===== config.mk =====
export PLATFORM = sky130hd
export DESIGN_NAME = video_timing_gen
export DESIGN_NICKNAME = d
export VERILOG_FILES = /design/src/rtl/video_timing_gen.sv
export SDC_FILE = /design/constraint.sdc
export NUM_CORES = 1
export LEC_CHECK = 0
export BUFFER_PORTS_ARGS = -buffer_cell sky130_fd_sc_hd__buf_2
export CORE_MARGIN = 3
export CORE_UTILIZATION = 47
export DETAILED_ROUTE_END_ITERATION = 10
export PLACE_DENSITY = 0.78
export REMOVE_ABC_BUFFERS = 1
export SLEW_MARGIN = 20
export SYNTH_ARGS = -nofsm -noshare
export SYNTH_HDL_FRONTEND = slang
export SYNTH_SLANG_ARGS = --single-unit
export TNS_END_PERCENT = 50

===== constraint.sdc =====
create_clock -name pixel_clk -period 2.41 [get_ports pixel_clk]
set_input_delay 0 -clock pixel_clk [delete_from_list [all_inputs] [get_ports pixel_clk]]
set_output_delay 0 -clock pixel_clk [all_outputs]
set_load 0.05 [all_outputs]

===== src/rtl/video_timing_gen.sv =====
// video_timing_gen: raster timing (hs/vs/blank/coordinates) plus a FIFO-fed RGB pixel path.
// Define VTG_PATTERN_EN to show colour bars in the active area while waiting for the FIFO to fill.
module video_timing_gen #(
    parameter int HDISP  = 800,
    parameter int HFP    = 40,
    parameter int HPULSE = 48,
    parameter int HBP    = 40,
    parameter int VDISP  = 480,
    parameter int VFP    = 13,
    parameter int VPULSE = 3,
    parameter int VBP    = 29
) (
    input  logic                                          pixel_clk,
    input  logic                                          pixel_rst,
    input  logic [23:0]                                   fifo_rdata,
    input  logic                                          fifo_empty,
    input  logic                                          fifo_full,
    output logic                                          fifo_read,
    output logic                                          video_hs,
    output logic                                          video_vs,
    output logic                                          video_blank,
    output logic [23:0]                                   video_rgb,
    output logic [$clog2(HDISP+HFP+HPULSE+HBP)-1:0]       pixel_x,
    output logic [$clog2(VDISP+VFP+VPULSE+VBP)-1:0]       pixel_y,
    output logic                                          frame_start,
    output logic                                          underflow
);

    localparam int HTOT = HDISP + HFP + HPULSE + HBP;
    localparam int VTOT = VDISP + VFP + VPULSE + VBP;
    localparam int HW   = $clog2(HTOT);
    localparam int VW   = $clog2(VTOT);

    localparam logic [HW-1:0] H_ZERO     = HW'(0);
    localparam logic [HW-1:0] H_ONE      = HW'(1);
    localparam logic [HW-1:0] H_ACT_END  = HW'(HDISP);
    localparam logic [HW-1:0] H_SYNC_BEG = HW'(HDISP + HFP);
    localparam logic [HW-1:0] H_SYNC_END = HW'(HDISP + HFP + HPULSE);
    localparam logic [HW-1:0] H_LAST     = HW'(HTOT - 1);
    localparam logic [VW-1:0] V_ZERO     = VW'(0);
    localparam logic [VW-1:0] V_ONE      = VW'(1);
    localparam logic [VW-1:0] V_ACT_END  = VW'(VDISP);
    localparam logic [VW-1:0] V_SYNC_BEG = VW'(VDISP + VFP);
    localparam logic [VW-1:0] V_SYNC_END = VW'(VDISP + VFP + VPULSE);
    localparam logic [VW-1:0] V_LAST     = VW'(VTOT - 1);

    typedef enum logic [0:0] {
        WAIT_FILL = 1'b0,
        RUN       = 1'b1
    } state_t;

    state_t        state_r;
    logic [HW-1:0] h_r;
    logic [VW-1:0] v_r;
    logic          hs_r;
    logic          vs_r;
    logic          blank_r;
    logic [23:0]   rgb_r;
    logic          frame_start_r;
    logic          underflow_r;

    logic          h_last_s;
    logic          v_last_s;
    logic          hact_s;
    logic          vact_s;
    logic          hsync_s;
    logic          vsync_s;
    logic          active_s;
    logic          pop_s;
    logic          starve_s;
    logic [23:0]   idle_rgb_s;
    logic [23:0]   rgb_next_s;

    // Region decode of the current counter position and FIFO pop/starve conditions
    always_comb begin
        h_last_s = (h_r == H_LAST);
        v_last_s = (v_r == V_LAST);
        hact_s   = (h_r < H_ACT_END);
        vact_s   = (v_r < V_ACT_END);
        hsync_s  = (h_r >= H_SYNC_BEG) && (h_r < H_SYNC_END);
        vsync_s  = (v_r >= V_SYNC_BEG) && (v_r < V_SYNC_END);
        active_s = hact_s & vact_s;
        pop_s    = (state_r == RUN) & active_s & ~fifo_empty;
        starve_s = (state_r == RUN) & active_s & fifo_empty;
    end

`ifdef VTG_PATTERN_EN
    logic [2:0] bar_s;

    // Eight 100-pixel colour bars shown while the FIFO is still priming
    always_comb begin
        bar_s = 3'(32'(h_r) / 32'd100);
        case (bar_s)
            3'd0:    idle_rgb_s = 24'hFFFFFF;
            3'd1:    idle_rgb_s = 24'hFFFF00;
            3'd2:    idle_rgb_s = 24'h00FFFF;
            3'd3:    idle_rgb_s = 24'h00FF00;
            3'd4:    idle_rgb_s = 24'hFF00FF;
            3'd5:    idle_rgb_s = 24'hFF0000;
            3'd6:    idle_rgb_s = 24'h0000FF;
            default: idle_rgb_s = 24'h000000;
        endcase
    end
`else
    assign idle_rgb_s = 24'h000000;
`endif

    // Next pixel colour: FIFO head on a pop, idle fill in the active area before priming, else black
    always_comb begin
        if (pop_s) begin
            rgb_next_s = fifo_rdata;
        end else if ((state_r == WAIT_FILL) && active_s) begin
            rgb_next_s = idle_rgb_s;
        end else begin
            rgb_next_s = 24'h000000;
        end
    end

    // Raster counters, priming state machine and registered video outputs
    always_ff @(posedge pixel_clk) begin
        if (pixel_rst) begin
            state_r       <= WAIT_FILL;
            h_r           <= H_ZERO;
            v_r           <= V_ZERO;
            hs_r          <= 1'b1;
            vs_r          <= 1'b1;
            blank_r       <= 1'b1;
            rgb_r         <= 24'h000000;
            frame_start_r <= 1'b0;
            underflow_r   <= 1'b0;
        end else begin
            h_r <= h_last_s ? H_ZERO : (h_r + H_ONE);
            if (h_last_s) begin
                v_r <= v_last_s ? V_ZERO : (v_r + V_ONE);
            end

            case (state_r)
                WAIT_FILL: begin
                    // Leave only at the frame wrap so the first RUN pixel is (0,0)
                    if (h_last_s && v_last_s && fifo_full) begin
                        state_r <= RUN;
                    end
                end
                RUN:     state_r <= RUN;
                default: state_r <= WAIT_FILL;
            endcase

            hs_r          <= ~hsync_s;
            vs_r          <= ~vsync_s;
            blank_r       <= ~active_s;
            rgb_r         <= rgb_next_s;
            frame_start_r <= (h_r == H_ZERO) && (v_r == V_ZERO);
            underflow_r   <= underflow_r | starve_s;
        end
    end

    assign fifo_read   = pop_s;
    assign video_hs    = hs_r;
    assign video_vs    = vs_r;
    assign video_blank = blank_r;
    assign video_rgb   = rgb_r;
    assign pixel_x     = h_r;
    assign pixel_y     = v_r;
    assign frame_start = frame_start_r;
    assign underflow   = underflow_r;

endmodule


==> impl_metrics.toml <==
[layout]
multi_input_area_um2 = 843.3
most-common-layout-cells = "buf_2, dfxtp_1, and2_1"
drive_gt1_frac = 0.3087
stdcell_area_um2 = 2693
area_growth_pct = 41.02
mostFrequentLayoutCell = "buf_2"
fin_util = 0.7088
seq_area_um2 = 1001
fillCellCount = 305
layout.nets = 332
insertedDiodeCount = 0

[worst_setup_path]
reg2reg_to = "pixel_y[7]"
cp-end-kind = "flip-flop"
critPathLaunchType = "flip-flop"
cp_slowest_cell = "or4_4"
required_ps = 2640
r2r-start = "pixel_x[0]"
crit_fanout = 5
slowest_delay_ps = 590
crit_type = "flip-flop to flip-flop"
crit_chain = "ha_1 -> nand3_2 -> or4_4 -> or3_1 -> a21oi_1"
crit_arrival_ps = 2150
rrSetupSlack_ps = 480
worstRegToRegCells = 5

[grt]
grt_max_degree = 25
grt_overflow_total = 0
grt.total_usage = 0.1982
grt_pass1_wl_um = 7741
antenna_found_initial = 0
grt_pass1_vias = 1662

[drt]
ant_nets = 0
wl_um = 4825
viasPerCell = 4.928
drc = 0
vias = 1705
wl_per_cell_um = 13.95
drtIter0Drc = 68
drt_pass1_iterations = 4

[worst_hold_path]
hold_depth = 2
min_to = "pixel_x[2]"
hold_class = "primary input to flip-flop"
min_from = "pixel_rst"

[cts]
worstSkewPairLatency_ps = 290
numCtsBuffers = 5
clock-sinks = 50
cts_buffer_depth = 2
clk_pin_slew_ps = 80
cts_tree = "built"
cts.htree.levels = 2
cts_resized = 0
cts_root_buf = "clkbuf_8"

[die]
die_w_um = 69.74
dieArea_um2 = 4863
core-area_um2 = 3799
initial_core_util = 0.5026
rows = 22
die_y_um = 69.74
pin_count = 78

[timing]
slew_viol_final = 0
fin_crit_ps = 1926
setup_viol = 0
fmax_ghz = 0.5192
setup_tns_ps = 0
finClkSkew_ps = 5.300
hold_viol = 0
layout_worst_path_cycle_share = 0.7992
worst_pin_slew_ps = 572.4
rsz0062_at_grt = "false"
max-slew-margin-rel = 0.6155
worst_slack_ps = 484.0

[synthesis]
syn-cell-area_um2 = 1909
yosys_warnings = 0
synth_cells = 194
syn_avg_cell_area_um2 = 9.842
netlist-cell-type-count = 38
ys_seq_area_frac = 0.5242
ys_ff_latch = 50

[place]
dpl.hpwl_um = 3196
port_buffers = 77
place_area_um2 = 2335
place_ws_ps = 507.7
gp_congestion = 0.8606

[run]
drv_cap = 0

[pwr]
vdd_ir_drop_max_mv = 0.3871
p_total_mw = 1.522
power_leakage_nw = 1.227
powerDensity_nw_per_um2 = 565.2

[outcome]
run_status = "complete, no violations"
-- cells in the mapped netlist --
library cell   n  area (um^2)
clkbuf_2       1        5.000
o21ai_0        3        15.01
o21bai_1       1        7.510
nor2_1        23        86.33
nand3_1        7        35.03
or3_1          3        18.77
and4_1         1        8.760
or4_1          1        7.510
a21oi_1        6        30.03
xor2_1         5        43.79
nand4_1        8        50.05
o311ai_1       1        8.760
and2_1        26        162.7
nor2b_1        1        6.260
clkbuf_1       5        18.77
nor3_2         1        10.01
inv_1          8        30.03
buf_6          1        11.26
o31ai_1        1        7.510
or2_2          1        6.260
a31oi_1        1        6.260
nand2b_1       1        6.260
mux2i_1        1        10.01
nand4b_1       2        17.52
nand2_1        5        18.77
nor4b_1        1        8.760
dfxtp_1       50         1001
and3_1         1        6.260
and4bb_2       1        12.51
or4_4          1        11.26
ha_1           6        75.07
nand3_2        1        10.01
nand4bb_4      1        27.53
nor3_1         4        20.02
o22ai_1        1        6.260
nor4_1         4        25.02
nor3b_1        1        7.510
xnor2_1        8        70.07
-- routing by layer --
metal / GRT usage / wire, um
met1: 0.2252 / 1983
met2: 0.3528 / 2446
met3: 0.05217 / 289
met4: 0.07660 / 106
met5: 0 / 0
-- flip-flops by register name (all words and copies together), names as in the netlist --
name         count
frame_start      1
pixel_x         10
pixel_y         10
state_r          1
underflow        1
video_blank      1
video_hs         1
video_rgb       24
video_vs         1
-- worst max-delay path: cells and delay by family, from the launching register on --
kind | cells | cell delay, ps
flip-flops | 1 | 390
AND/OR/NAND/NOR | 3 | 1060
AO/OA/AOI/OAI | 1 | 150
adder cells (fa/ha/maj) | 1 | 270
-- area by class of cell --
cell class | count | area share
multi-input combinational | 129 | 0.3132
tap | 48 | 0.02230
clock buffer | 5 | 0.02556
timing repair buffer | 104 | 0.2416
inverter | 8 | 0.01115
sequential | 50 | 0.3717
clock inverter | 2 | 0.01441
-- kinds of logic after synthesis --
| kind of cell | share of synthesized area |
|---|---|
| adders and majority gates | 0.03932 |
| and+or+nand+nor | 0.2949 |
| xor gates and xnor gates | 0.05963 |
| AOI/OAI and AO/OA | 0.04260 |
| DFF | 0.5242 |
| muxes | 0.005243 |
| buffers and inverters | 0.03407 |
-- report_power, final --
group | switching [mW] | total (mW) | internal, mW | leakage, nW
logic | 0.0557 | 0.113 | 0.0570 | 0.769
clock network | 0.265 | 0.570 | 0.305 | 0.0542
registers | 0.00653 | 0.839 | 0.832 | 0.404
-- worst max-delay path by stage --
stage	slack, ps	cells after the start	start	end
finish	480	5	pixel_x[0]	pixel_y[7]
CTS	490	5	pixel_x[0]	pixel_y[7]
global placement	560	5	pixel_x[0]	pixel_y[9]
floorplan	210	5	pixel_x[0]	pixel_y[9]
detailed placement	510	5	pixel_x[0]	pixel_y[7]
global route	370	5	pixel_x[0]	pixel_y[7]
-- through the flow --
step,hold slack (ps),cells
final,44.60,346
after global routing,46.35,346
after global placement,199.3,314
after detailed placement,201.9,314
after CTS,36.43,346
after floorplan,69.07,187
-- what timing repair did --
item | CTS | global route
endpoints found under the setup margin | 0 | 0
setup buffers | 0 | 0
hold buffers | 25 | 0
endpoints found under the hold margin | 25 | 0
No activity file was read; power rests on OpenSTA's default activity.
